--- src/rtl/jtag_ir_ctrl_pkg.sv ---
// Shared constants for the JTAG instruction-register controller: default
// widths, well-known opcodes, default opcode table and the capture LSBs.
package jtag_ir_ctrl_pkg;

  // Default DR slots in the stock four-register configuration.
  typedef enum int unsigned {
    DR_BYPASS = 0,
    DR_IDCODE = 1,
    DR_USER0  = 2,
    DR_USER1  = 3
  } dr_idx_e;

  localparam int IR_W_DEF     = 4;
  localparam int NUM_DR_DEF   = 4;
  localparam int RESET_DR_DEF = int'(DR_IDCODE);

  localparam logic [IR_W_DEF-1:0] BYPASS_OP = '1;
  localparam logic [IR_W_DEF-1:0] IDCODE_OP = 4'h1;

  // Entry k is the opcode selecting DR k; entry 0 is BYPASS (all ones).
  localparam logic [NUM_DR_DEF-1:0][IR_W_DEF-1:0] DR_OPCODES_DEF =
    {4'h3, 4'h2, IDCODE_OP, BYPASS_OP};

  // Fixed low bits loaded by Capture-IR.
  localparam logic [1:0] CAPTURE_LSBS = 2'b01;

endpackage

--- src/rtl/jtag_ir_decode.sv ---
// Combinational opcode lookup: one-hot DR select plus a hit flag. The first
// (lowest-index) matching entry wins; a miss selects BYPASS (bit 0).
module jtag_ir_decode #(
  parameter int IR_W   = 4,
  parameter int NUM_DR = 4,
  parameter logic [NUM_DR-1:0][IR_W-1:0] DR_OPCODES = '1
) (
  input  logic [IR_W-1:0]   i_opcode,
  output logic [NUM_DR-1:0] o_sel,
  output logic              o_hit
);

  // Scan the table, keep only the first match, fall back to BYPASS on a miss.
  always_comb begin
    // NOTE: every output gets a default before the loop so no path can hold an old value and infer a latch.
    o_sel = '0;
    o_hit = 1'b0;
    for (int k = 0; k < NUM_DR; k++) begin
      if (!o_hit && (i_opcode == DR_OPCODES[k])) begin
        o_sel[k] = 1'b1;
        o_hit    = 1'b1;
      end
    end
    if (!o_hit) begin
      o_sel[0] = 1'b1;
    end
  end

endmodule

--- src/rtl/jtag_ir_ctrl.sv ---
// JTAG instruction-register controller: IR shift chain (Capture/Shift/Update),
// active instruction, registered one-hot DR select and a sticky invalid flag.
module jtag_ir_ctrl
  import jtag_ir_ctrl_pkg::*;
#(
  parameter int IR_W     = IR_W_DEF,
  parameter int NUM_DR   = NUM_DR_DEF,
  parameter logic [NUM_DR-1:0][IR_W-1:0] DR_OPCODES = DR_OPCODES_DEF,
  parameter int RESET_DR = RESET_DR_DEF
) (
  input  logic              i_tclk,
  input  logic              i_trst,
  input  logic              i_tdi,
  input  logic              i_stateIsTestLogicReset,
  input  logic              i_stateIsCaptureIr,
  input  logic              i_stateIsShiftIr,
  input  logic              i_stateIsUpdateIr,
  output logic              o_irTdo,
  output logic [IR_W-1:0]   o_instrReg,
  output logic [NUM_DR-1:0] o_drSel,
  output logic              o_instrUpdated,
  output logic              o_instrInvalid
);

  localparam logic [IR_W-1:0]   RESET_INSTR   = DR_OPCODES[RESET_DR];
  localparam logic [NUM_DR-1:0] RESET_SEL     = {{(NUM_DR-1){1'b0}}, 1'b1} << RESET_DR;
  localparam logic [IR_W-1:0]   RESET_CAPTURE = {{(IR_W-2){1'b0}}, CAPTURE_LSBS};

  logic [IR_W-1:0]   shift_q;
  logic [IR_W-1:0]   capture_pat;
  logic [NUM_DR-1:0] dec_sel;
  logic              dec_hit;

  // Capture pattern: fixed 01 in the LSBs, the sticky flag above them, zeros on top.
  always_comb begin
    capture_pat      = '0;
    capture_pat[1:0] = CAPTURE_LSBS;
    capture_pat[2]   = o_instrInvalid;
  end

  jtag_ir_decode #(
    .IR_W       (IR_W),
    .NUM_DR     (NUM_DR),
    .DR_OPCODES (DR_OPCODES)
  ) u_decode (
    .i_opcode (shift_q),
    .o_sel    (dec_sel),
    .o_hit    (dec_hit)
  );

  assign o_irTdo = shift_q[0];

  // TAP-state driven IR update; TLR > Update > Capture > Shift > hold.
  always_ff @(posedge i_tclk or posedge i_trst) begin
    // NOTE: state registers use non-blocking assignments so every flop samples pre-edge values.
    if (i_trst) begin
      shift_q        <= RESET_CAPTURE;
      o_instrReg     <= RESET_INSTR;
      o_drSel        <= RESET_SEL;
      o_instrUpdated <= 1'b0;
      o_instrInvalid <= 1'b0;
    end else if (i_stateIsTestLogicReset) begin
      shift_q        <= RESET_CAPTURE;
      o_instrReg     <= RESET_INSTR;
      o_drSel        <= RESET_SEL;
      o_instrUpdated <= 1'b0;
      o_instrInvalid <= 1'b0;
    end else begin
      o_instrUpdated <= 1'b0;
      if (i_stateIsUpdateIr) begin
        o_instrReg     <= shift_q;
        o_drSel        <= dec_sel;
        o_instrUpdated <= 1'b1;
        if (!dec_hit) begin
          o_instrInvalid <= 1'b1;
        end
      end else if (i_stateIsCaptureIr) begin
        shift_q        <= capture_pat;
        o_instrInvalid <= 1'b0;
      end else if (i_stateIsShiftIr) begin
        shift_q <= {i_tdi, shift_q[IR_W-1:1]};
      end
    end
  end

endmodule
--- config.mk ---
export PLATFORM = sky130hd
export DESIGN_NAME = jtag_ir_ctrl
export DESIGN_NICKNAME = d
export VERILOG_FILES = /design/src/rtl/jtag_ir_ctrl_pkg.sv /design/src/rtl/jtag_ir_decode.sv /design/src/rtl/jtag_ir_ctrl.sv
export SDC_FILE = /design/constraint.sdc
export NUM_CORES = 1
export LEC_CHECK = 0
export BUFFER_PORTS_ARGS = -buffer_cell sky130_fd_sc_hd__buf_2
export CAP_MARGIN = 15
export CORE_MARGIN = 5
export CORE_UTILIZATION = 48
export DETAILED_ROUTE_END_ITERATION = 10
export PLACE_DENSITY = 0.74
export SYNTH_ARGS = -nofsm -noshare
export SYNTH_HDL_FRONTEND = slang
export SYNTH_HIERARCHICAL = 1
export SYNTH_SLANG_ARGS = --single-unit
--- constraint.sdc ---
create_clock -name i_tclk -period 1.2 [get_ports i_tclk]
set_input_delay 0.06 -clock i_tclk [delete_from_list [all_inputs] [get_ports i_tclk]]
set_output_delay 0.06 -clock i_tclk [all_outputs]
set_load 0.01 [all_outputs]
==> summary.md, run 1 <==
| Metric | Value |
|---|---|
| Routed Antenna Nets | 0 |
| CP required | about 1.4 ns |
| IO Count | 18 |
| DPL Wire Length | between 800 and 900 µm |
| Core area | between 1000 and 1500 µm² |
| Min Tclk post-route | 1.129 ns |
| Core Util, Final | 0.6106 |
| Slowest stage delay, CP | approximately 0.58 ns |
| Worst hold path class | input pin to register |
| Clock Skews | 0.0007319 ns |
| Share of the yosys chip area belonging to registers | 0.5380 |
| Post-synth EDFFs | 0 |
| Clock power frac | 0.308 |
| Adder-cell share of the synthesized area | 0 |
| Die Ht | about 47 µm |
| Xor and xnor area share after synthesis | 0 |
| WL/cell | 12.99 µm |
| Synth Area per Inst | about 11 µm² |
| CP Buf/Inv Count | 1 |
| Synth Cell Area | roughly 660 µm² |
| Critical Path Start Type | register |
| CP Class | register to register |
| Post-synth top area cell | dfrtp_1 |
| Initial antenna violation count | 0 |
| LEAKAGE | 0.4027 nW |
| Crit path max-delay family | flip-flops |
| Ranking of synthesized cells by area | dfrtp_1 (42%), dfstp_2 (12%), mux2i_1 (9.1%) |
| Die area | 2212 µm² |
| Synth Net Count | 68 |
| Tot GR Track Use | 0.1393 |
| Peak VDD IR | about 0.62 mV |
| Initial DRC count | 8 |
| Status | completed |
| Setup crit end kind | register |
| Vias in the first global route | around 470 |
| CTS buffer count | 3 |
| Arr. time, crit path | between 1 and 1.5 ns |
| CTS Sinks | 14 |
| Gate power share | 0.129 |
| F_max | approximately 0.89 GHz |
| Clock slew at reported path FFs | roughly 0.08 ns |
| Worst hold slack | just over 0.03 ns |
| Mux cell area share after synthesis | 0.09125 |
| Place WS | 0.05466 ns |
| Crit-path cells | clkbuf_2 -> and3_2 -> mux2i_1 -> nor2_1 |
| Switch Pwr | approximately 230 µW |
| GP Congestion | around 0.69 |
| Rel. slew slack | 0.6501 |
| Post-synthesis simple-gate area fraction | 0.2053 |
| Antenna diode count | 0 |
| WL final | 1.260 mm |
| Yosys cell types | 25 |
| #FFs+latches synth | 14 |
| # DRC | 0 |
| Switch share | 0.2532 |
| Finish-stage setup viols | 0 |
| Max-Cap Viols | 0 |
| Via density | 5.412 |
| H-tree level count | 1 |
| Layout cells sized above 1 | 0.3293 |
| Via count | between 500 and 600 |
| Die Width | between 40 and 50 µm |
| Largest net degree at the start of global routing | 15 |
| Port Buf Inserts | 17 |
| TritonCTS clock tree | done |
| Pins Over Slew Limit | 0 |
| Max FO, Critical Path | 6 |
| Worst Tran Pin Value | ~0.52 ns |
| Top_reg_cell synth | dfrtp_1 |
| Clock root cell | clkbuf_4 |
| Cell total after placement | between 90 and 100 |
| Final period utilization | 0.9405 |
| Final net count | 90 |
| Final std cells w/o fill | just under 100 |
| Row Count | 13 |
| Grt total ovfl | 0 |
| Largest family of logic cells by synthesized area | simple AND/OR/NAND/NOR gates |
| Clk_lat worst skew | about 0.28 ns |
| Mapped Cells | between 60 and 70 |
| CP max stage cell | dfstp_2 |
| Synth Area in Compound Gates | 0.1198 |
| Layout area overhead | 20.72% |
| Final hold vios | 0 |
| Unrepaired setup endpoints after global routing | yes |
| Final worst setup slack | between 0.07 and 0.08 ns |
| DR pass1 iterations | 4 |
| Top-area cell type share of the netlist area | 0.4183 |
| Yosys warns | 6 |
| Maximum buffer depth of the clock tree | 2 |
| Post-synthesis async set-or-reset flop share | 1.000 |
| First-pass GRT wire length | between 2 and 2.5 mm |
| Internal power | between 600 and 700 µW |
| Pwr/cell area | 1139 nW/µm² |
| Initial Util | 0.5058 |
| Seq pwr share | 0.563 |
## power by group through the flow
stage | combinational (mW) | sequential [mW] | clock, mW
after floorplan | 0.0710 | 0.524 | 0
after global placement | 0.113 | 0.518 | 0
after detailed placement | 0.114 | 0.519 | 0
after CTS | 0.116 | 0.510 | 0.289
after global routing | 0.133 | 0.514 | 0.327
final | 0.117 | 0.510 | 0.279
## cells in the final DEF, fill, tap and decap left out, types with 2 or more instances in the layout
master    netlist  final
buf_2           0     17
nor2_1         12     12
dfrtp_1        11     11
mux2i_1         6      6
nor2b_1         3      3
clkbuf_4        0      3
dfstp_2         3      3
nand2b_1        2      2
a22oi_1         2      2
inv_1           2      2
a211o_1         2      2
o21ai_0         2      2
## sequential cells by signal, summed over array words and instances, names as in the netlist
register        flops
o_drSel             4
o_instrInvalid      1
o_instrReg          4
o_instrUpdated      1
shift_q             4
## tightest hold or removal path, delay by kind of cell
| family | cells | cell delay, ns |
|---|---|---|
| AOI/OAI and AO/OA | 1 | 0.05 |
| and+or+nand+nor | 1 | 0.08 |
| buffers and inverters | 1 | 0.07 |
## repair_timing
action | 4_1_cts | 5_1_grt
endpoints found under the setup margin | 0 | 3
hold endpoints to repair | 11 | 0
gates resized for setup | 0 | 1
setup buffers | 0 | 1
hold buffers | 1 | 0
## logic make-up (layout without fill, tap and decap cells)
kind of cell           after synthesis  count (layout)
AND/OR/NAND/NOR                     25              25
flip-flops                          14              14
AO/OA/AOI/OAI                       11              11
multiplexers                         6               6
buffers and inverters                5              26
## layout make-up
cell class	instances	area, µm²
Tap cell	15	18.77
Timing Repair Buffer	20	107.6
Multi-Input combinational cell	42	280.3
Inverter	2	7.507
Sequential cell	14	354.1
Clock buffer	4	26.28
Fill cell	123	506.7
## routing by layer
metal / global-route usage / routed length [µm] / up-vias / share of wire
met3: 0.04598 / 71 / 5 / 0.056
met1: 0.1738 / 592 / 248 / 0.47
met5: 0 / 0 / - / 0
met4: 0.08287 / 32 / 0 / 0.025
li1: - / - / 259 / -
met2: 0.2087 / 564 / 13 / 0.45
## path summary, 6_finish.rpt
kind | endpoint | from | slack [ns] | cells after the start
setup / recovery | o_drSel[3]$_DFFE_PP0P_ | shift_q[0]$_DFFE_PP1P_ | 0.07 | 4
hold / removal | shift_q[3]$_DFFE_PP0P_ | i_tdi | 0.03 | 3
setup reg to reg | o_drSel[3]$_DFFE_PP0P_ | shift_q[0]$_DFFE_PP1P_ | 0.07 | 4
hold reg to reg | o_instrReg[1]$_DFFE_PP0P_ | o_instrReg[1]$_DFFE_PP0P_ | 0.52 | 2
max in group asynchronous | o_drSel[1]$_DFFE_PP1P_ | i_trst | 0.49 | 3
min in group asynchronous | o_instrUpdated$_DFF_PP0_ | i_trst | 0.35 | 3
## Yosys cell counts (all sizes together) (2+ instances only)
library cell	number
dfstp	3
inv	2
nor2	12
o21ai	2
mux2i	6
a211o	2
nor2b	3
nand2b	2
a22oi	2
nor4b	2
buf	2
dfrtp	11
## per-stage QoR
stage          instance area (µm²)  setup TNS [ns]  total power, mW
3_3_place_gp                 747.0               0           0.6307
4_1_cts                      783.3               0           0.9151
6_report                     794.5               0           0.9053
3_5_place_dp                 747.0               0           0.6327
5_1_grt                      794.5        -0.04119           0.9728
2_1_floorplan                658.1               0           0.5946
No activity file was read; power rests on OpenSTA's default activity.
==> inputs of run 2 (changes only) <==
==> constraint.sdc (replaced) <==
create_clock -name i_tclk -period 1.2 [get_ports i_tclk]
set_input_delay 0 -clock i_tclk [delete_from_list [all_inputs] [get_ports i_tclk]]
set_output_delay 0 -clock i_tclk [all_outputs]
set_load 0.01 [all_outputs]
==> run 2 against run 1 <==
Clock-buffer cell count unchanged. Register-to-register slack worse by 0.02 ns. Utilization up 0.96 points. First-iteration DRC count down 13%. Combinational power about the same. Sequential share of layout area down 0.69 points. Critical endpoint unchanged. Flip-flop and latch count unchanged. Total power up 0.67%. Largest cell class unchanged. Highest routed layer is now met3.
==> summary.md, run 2 (synthesis results as in run 1) <==
| Metric | Value |
|---|---|
| Status | completed |
| Final hold vios | 0 |
| Met3 wire length | roughly 62 µm |
| CTS Sinks | 14 |
| Vias in the first global route | 473 |
| Final std cells w/o fill | 98 |
| Clock Skews | about 0.0044 ns |
| Worst hold path startpoint | i_stateIsTestLogicReset |
| Peak VDD IR | between 0.5 and 0.6 mV |
| Port Buf Inserts | 17 |
| Finish-stage setup viols | 0 |
| Die Width | approximately 47 µm |
| Pins Over Slew Limit | 0 |
| Largest net degree at the start of global routing | 19 |
| Maximum buffer depth of the clock tree | 2 |
| CTS buffer count | 3 |
| Setup crit end kind | register |
| Die Ht | between 40 and 50 µm |
| Clock root cell | clkbuf_4 |
| TritonCTS clock tree | done |
| Top flop regs | o_drSel (4), o_instrReg (4), shift_q (4) |
| Antenna diode count | 0 |
| Final net count | 91 |
| DR top layer | met3 |
| # DRC | 0 |
| WL/cell | around 14 µm |
| Switch Pwr | approximately 230 µW |
| Seq pwr share | 0.560 |
| DR pass1 iterations | 3 |
| H-tree level count | 1 |
| Final setup TNS | 0 ns |
| Internal power | between 600 and 700 µW |
| Initial antenna violation count | 0 |
| Die area | 2212 µm² |
| Commonest non-fill, non-tap cells in the layout | buf_2 (17), nor2_1 (12), dfrtp_1 (11), mux2i_1 (6) |
| Initial Util | 0.5058 |
| Rel. slew slack | 0.6472 |
| Max-Cap Viols | 0 |
| Metal1 wirelength | between 600 and 700 µm |
| Clk_lat worst skew | 0.27 ns |
| F_max | a little under 0.9 GHz |
| Worst hold path class | input pin to register |
| Min Tclk post-route | approximately 1.2 ns |
| Routed Antenna Nets | 0 |
| Worst Tran Pin Value | ~0.53 ns |
| Crit Reg-Reg Startpoint | shift_q[0]$_DFFE_PP1P_ |
| CP Class | register to register |
| DPL Wire Length | 926.1 µm |
| Critical Path Start Type | register |
| Arr. time, crit path | about 1.4 ns |
| Gate power share | 0.131 |
| Via density | roughly 5.4 |
| Max FO, Critical Path | 7 |
| Layout cells sized above 1 | 0.3253 |
| Cell total after placement | 90 |
| Switch share | 0.2560 |
| Total power | just over 900 µW |
| CP Launch Point | shift_q[0]$_DFFE_PP1P_ |
| Via count | ~530 |
| Row Count | 13 |
| LEAKAGE | between 0.4 and 0.5 nW |
| First-pass GRT wire length | 2.139 mm |
| Final period utilization | 0.9603 |
| Worst hold slack | 0.06187 ns |
| Tot GR Track Use | 0.1355 |
| Pwr/cell area | roughly 1100 nW/µm² |
| Core area | ~1300 µm² |
| Met2 WL post-DR | 648 µm |
| WL final | about 1.3 mm |
| CP required | roughly 1.4 ns |
| GP Congestion | 0.6861 |
| Leading cell type in the layout, fill and taps excluded | buf_2 |
| Clock power frac | 0.309 |
| Layout area overhead | 22.62% |
| Clock slew at reported path FFs | around 0.09 ns |
| IO Count | 18 |
| Grt total ovfl | 0 |
| Initial DRC count | 7 |
==> run 2: cell count changes in the layout (fill, tap and decap cells not counted), sizes merged <==
cell	change
dlygate4sd3	+1
buf	+1
clkbuf	-1
==> run 2: metal layers <==
| metal | vias up | GRT usage |
|---|---|---|
| li1 | 259 | - |
| met1 | 257 | 0.1818 |
| met2 | 10 | 0.2168 |
| met3 | 0 | 0.02682 |
| met4 | 0 | 0.04972 |
| met5 | - | 0 |
==> run 2: cell type report <==
class,instances,area (µm²)
inverter,2,7.507
tap,15,18.77
timing repair buffer,21,120.1
clock buffer,4,26.28
fill,127,494.2
multi-input combinational,42,280.3
sequential,14,354.1
==> run 2: path summary, 6_finish.rpt <==
path,cells past startpoint,slack (ns),end
max in group asynchronous,3,0.53,o_instrReg[0]$_DFFE_PP1P_
min in group asynchronous,3,0.30,o_instrReg[1]$_DFFE_PP0P_
worst max register to register,4,0.05,o_drSel[3]$_DFFE_PP0P_
worst min-delay path,2,0.06,o_instrReg[1]$_DFFE_PP0P_
worst min register to register,2,0.52,o_instrReg[1]$_DFFE_PP0P_
worst max-delay path,4,0.05,o_drSel[3]$_DFFE_PP0P_
==> run 2: per-stage QoR <==
step / utilization / instance area [µm²] / setup slack (ns)
3_3_place_gp: 0.5683 / 739.5 / 0.09258
2_1_floorplan: - / 658.1 / 0.09811
5_1_grt: 0.6202 / 807.0 / -0.005303
3_5_place_dp: 0.5683 / 739.5 / 0.06492
6_report: 0.6202 / 807.0 / 0.04768
4_1_cts: 0.6038 / 785.8 / 0.05210
==> run 2: worst max-delay path, cell delays in order (launching register included) <==
cell and delay, ns:
dfstp_2 0.60, buf_4 0.14, and3_2 0.16, mux2i_1 0.06
nor2_1 0.12
==> run 2: what timing repair did <==
action	in CTS	in global routing
hold endpoints to repair	12	0
gates resized for setup	0	1
setup endpoints to repair	0	2
buffers inserted	0	2
hold buffers	2	0
==> run 2: power groups by stage <==
stage               Combinational (mW)  Sequential [mW]  Clock (mW)
floorplan                       0.0710            0.524           0
global placement                 0.110            0.518           0
detailed placement               0.112            0.519           0
CTS                              0.117            0.510       0.287
global route                     0.133            0.514       0.314
finish                           0.119            0.510       0.282
==> inputs of run 3 (changes only) <==
--- a/config.mk
+++ b/config.mk
@@ -8,9 +8,8 @@
 export BUFFER_PORTS_ARGS = -buffer_cell sky130_fd_sc_hd__buf_2
 export CAP_MARGIN = 15
 export CORE_MARGIN = 5
-export CORE_UTILIZATION = 48
+export CORE_UTILIZATION = 30
 export DETAILED_ROUTE_END_ITERATION = 10
-export PLACE_DENSITY = 0.74
 export SYNTH_ARGS = -nofsm -noshare
 export SYNTH_HDL_FRONTEND = slang
 export SYNTH_HIERARCHICAL = 1
==> run 3 against run 2 <==
Global-route usage shrank 3.7 points. Worst setup slack better by 0.027 ns. Hold slack improved by 0.0097 ns. Non-clock buffer count did not move. Combinational power hardly changed. Register-to-register slack better by 0.03 ns. Flip-flop and latch count unchanged. Sequential share of layout area down 0.54 points. Clock skew decreased by 0.0028 ns. Fmax is 2.4% higher. Critical path type unchanged.
==> summary.md, run 3 (synthesis results as in run 1) <==
| Metric | Value |
|---|---|
| CP max stage cell | dfstp_2 |
| Clk_lat worst skew | roughly 0.27 ns |
| # DRC | 0 |
| Met2 WL post-DR | 661 µm |
| Critical Path Start Type | register |
| Final worst setup slack | about 0.075 ns |
| Clock Skews | roughly 0.0016 ns |
| Place WS | about 0.083 ns |
| Post-Layout Inst Area | ~820 µm² |
| CTS Sinks | 14 |
| Via count | between 500 and 600 |
| CTS resizes | 0 |
| Top flop regs | o_drSel (4), o_instrReg (4), shift_q (4) |
| WL/cell | between 10 and 15 µm |
| Crit path max-delay family | flip-flops |
| Rel. slew slack | 0.6388 |
| F_max | roughly 0.9 GHz |
| Status | completed |
| DR pass1 iterations | 4 |
| Worst hold path class | input pin to register |
| Vias in the first global route | slightly above 500 |
| WL final | roughly 1.4 mm |
| Die area | approximately 3200 µm² |
| Tot GR Track Use | 0.09825 |
| Port Buf Inserts | 17 |
| LEAKAGE | around 0.41 nW |
| Routed Antenna Nets | 0 |
| Layout area overhead | 24.14% |
| Final period utilization | 0.9379 |
| Antenna diode count | 0 |
| Via density | between 4 and 5 |
| First-pass GRT wire length | between 2 and 2.5 mm |
| DPL Wire Length | just under 1 mm |
| Final net count | 91 |
| Core area | between 2000 and 2500 µm² |
| Clock slew at reported path FFs | 0.08 ns |
| IO Count | 18 |
| Die Width | 56.84 µm |
| Max-Cap Viols | 0 |
| GP Congestion | about 0.77 |
| DR top layer | met4 |
| Arr. time, crit path | between 1 and 1.5 ns |
| Crit-path cells | nor2_1 -> o31ai_1 -> nand2b_1 -> a21oi_1 |
| Initial antenna violation count | 0 |
| Worst Tran Pin Value | between 0.5 and 0.6 ns |
| Layout cells sized above 1 | 0.3133 |
| Leading cell type in the layout, fill and taps excluded | buf_2 |
| Commonest non-fill, non-tap cells in the layout | buf_2 (17), nor2_1 (12), dfrtp_1 (11), mux2i_1 (6) |
| Fillers | 225 |
| CP Buf/Inv Count | 0 |
| Unrepaired setup endpoints after global routing | yes |
| TritonCTS clock tree | done |
| Row Count | 17 |
| Finish-stage setup viols | 0 |
| Max FO, Critical Path | 9 |
| CP required | ~1.4 ns |
| Min Tclk post-route | 1.125 ns |
| Placed Area | between 700 and 800 µm² |
| Setup crit end kind | register |
| Pwr/cell area | roughly 1100 nW/µm² |
| Largest net degree at the start of global routing | 15 |
| Metal1 wirelength | slightly above 600 µm |
| CP Class | register to register |
| Final hold vios | 0 |
| Slowest stage delay, CP | approximately 0.60 ns |
| H-tree level count | 1 |
| CTS buffer count | 3 |
| Clock root cell | clkbuf_4 |
| Maximum buffer depth of the clock tree | 2 |
| Met3 wire length | between 90 and 100 µm |
| Grt total ovfl | 0 |
| Initial Util | 0.3063 |
| Pins Over Slew Limit | 0 |
| Initial DRC count | 9 |
| Die Ht | 56.84 µm |
| Peak VDD IR | approximately 0.41 mV |
[run 3: per-layer routing]
layer | up-vias | track usage
li1 | 256 | -
met1 | 246 | 0.1031
met2 | 19 | 0.1584
met3 | 2 | 0.03908
met4 | 0 | 0.06954
met5 | - | 0
[run 3: through the flow]
step	hold slack, ns	power [mW]	utilization	instances	TNS (ns)
floorplan	-0.1129	0.5946	-	61	0
global placement	0.06742	0.6342	0.3588	105	0
detailed placement	0.07871	0.6363	0.3588	105	0
CTS	0.05464	0.9259	0.3803	111	0
global route	0.06280	0.9656	0.3803	111	-0.04504
finish	0.07153	0.8992	0.3803	111	0
[run 3: final cells by class]
cell class                 count  area [µm²]  area share
multi-input combinational     42       274.0      0.3354
timing repair buffer          21       120.1      0.1470
sequential                    14       354.1      0.4334
clock buffer                   4       26.28     0.03216
tap                           28       35.03     0.04288
inverter                       2       7.507    0.009188
[run 3: path summary, 6_finish.rpt]
kind / start / endpoint / slack [ns] / cells past startpoint
min in group asynchronous: i_trst / o_instrUpdated$_DFF_PP0_ / 0.31 / 3
worst min-delay path: i_stateIsTestLogicReset / o_instrInvalid$_DFFE_PP0P_ / 0.07 / 2
max in group asynchronous: i_trst / o_drSel[1]$_DFFE_PP1P_ / 0.53 / 3
worst max register to register: shift_q[0]$_DFFE_PP1P_ / o_instrInvalid$_DFFE_PP0P_ / 0.07 / 4
worst max-delay path: shift_q[0]$_DFFE_PP1P_ / o_instrInvalid$_DFFE_PP0P_ / 0.07 / 4
worst min register to register: o_instrReg[2]$_DFFE_PP0P_ / o_instrReg[2]$_DFFE_PP0P_ / 0.53 / 2
[run 3: worst reg2reg max path, stage by stage, from the launching register on]
cell,delay (ns)
dfstp_2,0.60
nor2_1,0.06
o31ai_1,0.16
nand2b_1,0.13
a21oi_1,0.06
[run 3: timing repair]
action	CTS	global route
endpoints found under the setup margin	0	1
hold buffers	2	0
setup buffers	0	0
endpoints found under the hold margin	12	0
[run 3: report_power, final]
part	total (mW)	switching, mW	internal, mW
clock network	0.270	0.141	0.129
registers	0.511	0.0172	0.494
logic	0.119	0.0631	0.0555
total	0.899	0.221	0.678
